$ cat src/rtl/mem_access_unit.sv
// mem_access_unit: load/store initiator for the shared IM/data RAM.
// Accepts one request at a time, computes the effective word address,
// drives registered RAM strobes and returns a single-cycle response.
//
// state  | meaning
// IDLE   | ready for a request
// ACCESS | RAM strobe active (1 cycle for stores, READ_WAIT cycles for loads)
// RESP   | resp_valid pulse, no request accepted
module mem_access_unit #(
  parameter int unsigned READ_WAIT = 1,
  parameter int unsigned ADDR_MAX  = 10000
) (
  input  logic        clk,
  input  logic        rst,
  input  logic        req_valid,
  output logic        req_ready,
  input  logic [31:0] req_order,
  input  logic [31:0] req_base,
  input  logic [31:0] req_wdata,
  output logic        resp_valid,
  output logic [31:0] resp_rdata,
  output logic        resp_err,
  output logic        mem_wena,
  output logic        mem_rena,
  output logic [31:0] mem_order,
  output logic [31:0] mem_addr,
  output logic [31:0] mem_data_in,
  input  logic [31:0] mem_data_out
);

  localparam int CW = (READ_WAIT > 1) ? $clog2(READ_WAIT) : 1;

  localparam logic [5:0] OP_LB  = 6'b100000;
  localparam logic [5:0] OP_LH  = 6'b100001;
  localparam logic [5:0] OP_LW  = 6'b100011;
  localparam logic [5:0] OP_LBU = 6'b100100;
  localparam logic [5:0] OP_LHU = 6'b100101;
  localparam logic [5:0] OP_SB  = 6'b101000;
  localparam logic [5:0] OP_SH  = 6'b101001;
  localparam logic [5:0] OP_SW  = 6'b101011;

  typedef enum logic [1:0] {IDLE, ACCESS, RESP} state_t;

  state_t        state, state_n;
  logic [CW-1:0] wait_cnt, wait_cnt_n;
  logic          ready_n, rvalid_n, err_n, wena_n, rena_n;
  logic [31:0]   rdata_n, order_n, addr_n, din_n;
  logic [31:0]   ea;
  logic [5:0]    req_op;
  logic          op_legal, op_store, addr_bad;
  logic [31:0]   load_ext;

  assign req_op   = req_order[31:26];
  assign ea       = req_base + {{16{req_order[15]}}, req_order[15:0]};
  assign addr_bad = (ea > 32'(ADDR_MAX));

  // Decode the incoming opcode into legal / store classes.
  always_comb begin
    op_legal = 1'b1;
    op_store = 1'b0;
    case (req_op)
      OP_LB, OP_LH, OP_LW, OP_LBU, OP_LHU: op_store = 1'b0;
      OP_SB, OP_SH, OP_SW:                 op_store = 1'b1;
      default:                             op_legal = 1'b0;
    endcase
  end

  // Extend RAM read data; the latched order word still sits on mem_order during ACCESS.
  always_comb begin
    load_ext = mem_data_out;
    case (mem_order[31:26])
      OP_LB:   load_ext = {{24{mem_data_out[7]}}, mem_data_out[7:0]};
      OP_LBU:  load_ext = {24'd0, mem_data_out[7:0]};
      OP_LH:   load_ext = {{16{mem_data_out[15]}}, mem_data_out[15:0]};
      OP_LHU:  load_ext = {16'd0, mem_data_out[15:0]};
      default: load_ext = mem_data_out;
    endcase
  end

  // Next-state and next registered-output logic.
  always_comb begin
    state_n    = state;
    wait_cnt_n = wait_cnt;
    ready_n    = 1'b0;
    rvalid_n   = 1'b0;
    rdata_n    = 32'd0;
    err_n      = 1'b0;
    wena_n     = 1'b0;
    rena_n     = 1'b0;
    order_n    = 32'd0;
    addr_n     = mem_addr;
    din_n      = mem_data_in;
    case (state)
      IDLE: begin
        ready_n = 1'b1;
        if (req_valid && req_ready) begin
          ready_n = 1'b0;
          if (!op_legal || addr_bad || (op_store && ea == 32'd0)) begin
            state_n  = RESP;
            rvalid_n = 1'b1;
            err_n    = 1'b1;
          end else begin
            state_n    = ACCESS;
            order_n    = req_order;
            addr_n     = ea;
            wena_n     = op_store;
            rena_n     = !op_store;
            wait_cnt_n = CW'(READ_WAIT - 1);
            if (op_store) din_n = req_wdata;
          end
        end
      end
      ACCESS: begin
        if (mem_wena) begin
          state_n  = RESP;
          rvalid_n = 1'b1;
        end else if (wait_cnt == '0) begin
          state_n  = RESP;
          rvalid_n = 1'b1;
          rdata_n  = load_ext;
        end else begin
          wait_cnt_n = wait_cnt - CW'(1);
          rena_n     = 1'b1;
          order_n    = mem_order;
        end
      end
      RESP: begin
        state_n = IDLE;
        ready_n = 1'b1;
      end
      default: state_n = IDLE;
    endcase
  end

  // State and registered outputs; reset clears everything, including ready.
  always_ff @(posedge clk) begin
    if (rst) begin
      state       <= IDLE;
      wait_cnt    <= '0;
      req_ready   <= 1'b0;
      resp_valid  <= 1'b0;
      resp_rdata  <= 32'd0;
      resp_err    <= 1'b0;
      mem_wena    <= 1'b0;
      mem_rena    <= 1'b0;
      mem_order   <= 32'd0;
      mem_addr    <= 32'd0;
      mem_data_in <= 32'd0;
    end else begin
      state       <= state_n;
      wait_cnt    <= wait_cnt_n;
      req_ready   <= ready_n;
      resp_valid  <= rvalid_n;
      resp_rdata  <= rdata_n;
      resp_err    <= err_n;
      mem_wena    <= wena_n;
      mem_rena    <= rena_n;
      mem_order   <= order_n;
      mem_addr    <= addr_n;
      mem_data_in <= din_n;
    end
  end

endmodule

$ cat config.mk
export PLATFORM = sky130hd
export DESIGN_NAME = mem_access_unit
export DESIGN_NICKNAME = d
export VERILOG_FILES = /design/src/rtl/mem_access_unit.sv
export SDC_FILE = /design/constraint.sdc
export NUM_CORES = 1
export LEC_CHECK = 0
export ABC_AREA = 1
export CAP_MARGIN = 20
export CORE_ASPECT_RATIO = 1.25
export CORE_MARGIN = 2
export CORE_UTILIZATION = 41
export DETAILED_ROUTE_END_ITERATION = 12
export PLACE_DENSITY = 0.88
export SETUP_SLACK_MARGIN = 0.3
export SLEW_MARGIN = 20
export SYNTH_ARGS = -nofsm -noshare
export SYNTH_HDL_FRONTEND = slang
export SYNTH_SLANG_ARGS = --single-unit
$ cat constraint.sdc
create_clock -name clk -period 2.5 [get_ports clk]
set_input_delay 0.375 -clock clk [delete_from_list [all_inputs] [get_ports clk]]
set_output_delay 0.375 -clock clk [all_outputs]
set_load 0.005 [all_outputs]
# Word-level counts from Yosys, hierarchy flattened
# Cells that the tools add are included.
[totals]
reg_bits = 136
input_bits = 131
output_inout_bits = 133
wordCells = 84
[classes]
add_sub_neg = 2
magnitude_cmp = 1
n_eq_ne = 18
n_mux = 30
n_bitwise = 4
reduce_logical = 18
[op_table]
columns = ["operator", "count"]
rows = [
  ["2-to-1 mux 32 bit", 4],
  ["one-hot mux 32 bit (4 select lines)", 1],
  ["== test 6 bit, second input constant", 12],
  ["one-hot mux 32 bit (2 select lines)", 1],
  ["adder 32 bit", 1],
  ["> comparator 32 x 14 -> 1 bit, second input constant", 1],
  ["zero test 32 bit", 1],
  ["2-to-1 mux 1 bit", 15],
  ["2-to-1 mux 2 bit", 4],
  ["one-hot mux 1 bit (2 select lines)", 4],
  ["AND reduction 4 bit", 2],
  ["OR reduction 4 bit", 2],
  ["OR reduction 8 bit", 1],
  ["inequality test 2 bit, second input constant", 3],
  ["NOT 1 bit", 4],
  ["one-hot mux 2 bit (2 select lines)", 1],
  ["inequality test 3 bit, second input constant", 1],
  ["AND reduction 3 bit", 1],
  ["OR reduction 3 bit", 1],
  ["== test 2 x 1 -> 1 bit, second input constant", 1],
  ["== test 2 bit, second input constant", 1],
  ["logical AND 1 bit", 2],
  ["zero test 1 bit", 2],
  ["zero test 2 bit", 1],
  ["5 further kinds", 6],
]

# Logic depth before layout (Yosys ltp)
[logic_depth]
depth_word = 9
depth_mapped = 22
depth_no_buf = 20

# Worst setup path before layout
# Ideal clock, no wire load.
[synth_path]
path_type = "input-to-reg"
startpoint = "in req_order[0]"
endpoint = "reg mem_data_in[10]"
t_arrival_ps = 2503
required_ps = 2387
path_slack_ps = -116
cell_stages = 20
path_buffers = 2
path_cell_list = "ha_1 -> fa_1 -> nand2_1 -> nand2_1 -> nand3_1 -> nand2_1 -> nand2_1 -> nand2_1 -> nand2_1 -> nand3b_1 -> nand2_1 -> nand2_1 -> nor2_1 -> nand2_1 -> nor2_2 -> nand4_1 -> buf_4 -> buf_2 -> nor2_1 -> nor2_1"
[synth_between]
elab_chain_cells = 6
word_cells_on_any_way = 8
cone_classes = "add/sub: 1; order compare: 1; bitwise: 1; reduce/logical: 5"
[synth_lines]
columns = ["element", "line", "source"]
rows = [
  ["start: declaration", "17", "input logic [31:0] req_order,"],
  ["adder 32 bit (*)", "54", "assign ea = req_base + {{16{req_order[15]}}, req_order[15:0]};"],
  ["> comparator 32 x 14 -> 1 bit or zero test 32 bit (tied branches)", "55, 98", ""],
  ["logical OR 1 bit or logical AND 1 bit (tied branches)", "98", "if (!op_legal || addr_bad || (op_store && ea == 32'd0)) begin"],
  ["logical OR 1 bit (*)", "98", ""],
  ["NOT 1 bit (no line) (*)", "--", ""],
  ["AND reduction 4 bit (no line) (*)", "--", ""],
  ["end signal: assignment", "160", "mem_data_in <= din_n;"],
  ["end: declaration", "27", "output logic [31:0] mem_data_in,"],
]
# Mark *: on every way between the ends. The rest lies on a longest branch, timed or not.
# A chain may end at the register's enable or synchronous reset.

# Worst setup path after layout
[layout_path]
startpoint = "in req_order[6]"
endpoint = "reg mem_data_in[17]"
# The elaborated chain is that of the path after synthesis.

==> summary.txt <==
Die
  – Die extent in x: 123.3 um
  – Core area: 17430 um2
  – Ports: 264
  – Die footprint: 18890 um2
  – Die Height: 153.2 um
  – FP Rows: 54
  – Initial core utilization: 0.4187

Hold path
  – Hold Crit Class: primary input to flip-flop
  – Hold_sp: req_order[0]

Setup path
  – R2r setup slk: 0.37 ns
  – Critical path launch point type: primary input
  – Worst r2r src: mem_order[27]
  – WP data arrival: 3.39 ns
  – Critical Path End: mem_data_in[17]
  – Crit path max fanout: 8
  – Crit Path Category: primary input to flip-flop
  – Endpoint class of the critical path: flip-flop
  – Reg-to-Reg End: resp_rdata[29]
  – Reg2reg path depth: 8
  – Crit. Startpoint: req_order[6]
  – Critical Path RT: between 2 and 3 ns

Synth
  – Synth unique cells: 31
  – Syn_area_per_cell: a little over 6 um2
  – Cell Area, Synth: 7300 um2
  – Synth Instances: 1185
  – FFs w/ async S/R, synth: 0
  – Most used DFF post-synth: dfxtp_1
  – FF+latch count, synth: 135
  – EDFF count, synth: 0
  – Net count after synthesis: 1348
  – Sequential element share of the synthesized area: 0.3702
  – YS warnings: 0

Placement
  – Placer Congestion: 0.9855
  – Final HPWL DP: 19.28 mm
  – Place WS: -1.006 ns
  – I/O Buffers: 263
  – Dpl cells: ~1700

Pwr
  – Worst VDD drop: around 0.48 mV
  – PwrDens: approximately 460 nW/um2
  – Lkg Pwr: 0.006824 uW

Detailed routing
  – DRT antenna net count: 0
  – First-pass iteration count of the detailed router: 6
  – DR iter-0 viols: 924
  – Via/cell ratio: roughly 5.5
  – Drt wl/cell: 20.22 um
  – Residual DRC: 0
  – Post-Route WL: 36.93 mm
  – Via count: 9972

Final layout
  – Final net count: approximately 1800
  – Post-route insts no fill: 1827
  – Diode count: 0
  – Layout area overhead: 88.50%
  – Most common cell after layout, fill and taps aside: nand2_1
  – Share of layout cells above drive strength 1: 0.3344
  – Most frequent cells in the layout: nand2_1, inv_1, clkdlybuf4s50_1

Timing
  – Setup Skew: 0.01331 ns
  – Worst slew pin tran: 0.5883 ns
  – Final period util: 1.240
  – Hold WS: 0.2099 ns
  – Fin crit period: around 3.1 ns
  – Max-slew violations: 0
  – Rel. slew slack: 0.6072
  – Fin Setup TNS: -26.68 ns
  – Setup WS post-layout: -0.6011 ns
  – Unrepaired setup endpoints after global routing: yes
  – Endpoints failing hold: 0
  – Fmax achieved: ~0.32 GHz
  – Final setup viols: 101

GRT
  – Initial antenna violation count: 0
  – Pin count of the biggest net entering global routing: 51
  – Tot GR Track Use: 0.3323
  – Grt ovf: 0
  – First-pass GRT wire length: roughly 49 mm
  – Number of global-route vias before repair: 9798

CTS
  – Clock transition at path regs: 0.07 ns
  – Clk buf depth: 2
  – Clk_lat worst skew: 0.42 ns
  – CTS tree: yes
  – H-tree levels: 4
  – Num CTS Buffers: 17
  – Clk root buf: clkbuf_16
  – Post-CTS Hold Fix Bufs: 0
  – Clock sink count: 135

Status
  – Status: finished with violations
  – Failing checks: setup timing

Run
  – Max Cap Viol: 0
## state kept, by name (all words and copies together), names as in the netlist
| name | count |
|---|---|
| mem_addr | 32 |
| mem_data_in | 32 |
| mem_order | 32 |
| resp_rdata | 32 |
| state | 2 |
| mem_rena | 1 |
| mem_wena | 1 |
| req_ready | 1 |
| resp_err | 1 |
| resp_valid | 1 |
## how the worst min path moves through the flow
stage                     slack [ns]           end  cells past startpoint
after global routing            0.22  mem_order[0]                      3
after detailed placement        0.44  mem_addr[26]                      2
final                           0.21  mem_order[0]                      3
after floorplan                 0.41      resp_err                      1
after CTS                       0.18  mem_order[0]                      3
after global placement          0.43      resp_err                      1
## area by class of cell
type | instances | area, um2
multi-input cells | 771 | 5199
repair buffers | 412 | 4049
fillers | 958 | 3672
flip-flops and latches | 135 | 2703
inverters | 253 | 967.2
clock buffers | 17 | 425.4
well taps | 224 | 280.3
clock inverters | 15 | 136.4
## critical path, stage by stage
cell,delay [ns]
buf_2,0.13
ha_4,0.16
inv_1,0.23
nand2_2,0.18
a21oi_4,0.22
nand2_4,0.10
buf_4,0.15
buf_4,0.14
nand2_1,0.07
nand2_2,0.08
nor2_2,0.12
nand2_1,0.07
nor2_1,0.13
nand2_1,0.10
nand3_2,0.11
nor2_4,0.04
nand4_1,0.10
buf_6,0.18
buf_12,0.16
buf_16,0.14
nor2_1,0.05
nor2_1,0.35
## power by group
group	leakage [uW]	internal (uW)	switching, uW
combinational	0.00547	815	970
clock	0.000268	1310	1130
sequential	0.00109	2150	2.15
## per-stage QoR
| stage | utilization | total power (uW) | area, um2 |
|---|---|---|---|
| finish | 0.7893 | 6377 | 13760 |
| global route | 0.7893 | 6534 | 13760 |
| CTS | 0.7514 | 6009 | 13100 |
| detailed placement | 0.6228 | 3324 | 10860 |
| global placement | 0.6228 | 3309 | 10860 |
| floorplan | - | 2753 | 7495 |
## cell usage after synthesis, types with 7 or more instances
master    count  area share
a21oi_1      37       0.025
buf_2        14      0.0096
clkbuf_1      8      0.0041
dfxtp_1     135        0.37
ha_1         31       0.053
inv_1       253        0.13
nand2_1     395        0.20
nand3_1      65       0.045
nand3b_1      7      0.0072
nand4_1       8      0.0069
nor2_1      163       0.084
nor3_1       12      0.0082
o21ai_0      23       0.016
## logic make-up after synthesis
family	count (synthesis)	share of synthesized area
buffers and inverters	281	0.1515
adders and majority gates	32	0.05588
xor gates and xnor gates	4	0.004800
DFF	135	0.3702
other	1	0.0005137
and+or+nand+nor	661	0.3637
AOI/OAI and AO/OA	71	0.05331
## layer usage
metal	share of wire	up-vias	GRT usage
met5	0	-	0
met3	0.091	299	0.07090
met4	0.093	0	0.2224
met1	0.32	4640	0.3358
met2	0.50	693	0.5968
li1	-	4340	-
## repair_timing
action | in CTS | in global routing
gates cloned | 13 | 1
endpoints found under the setup margin | 101 | 124
resized for setup | 360 | 168
pin swaps | 109 | 83
buffers inserted | 42 | 13
(Power assumes the default switching activity.)
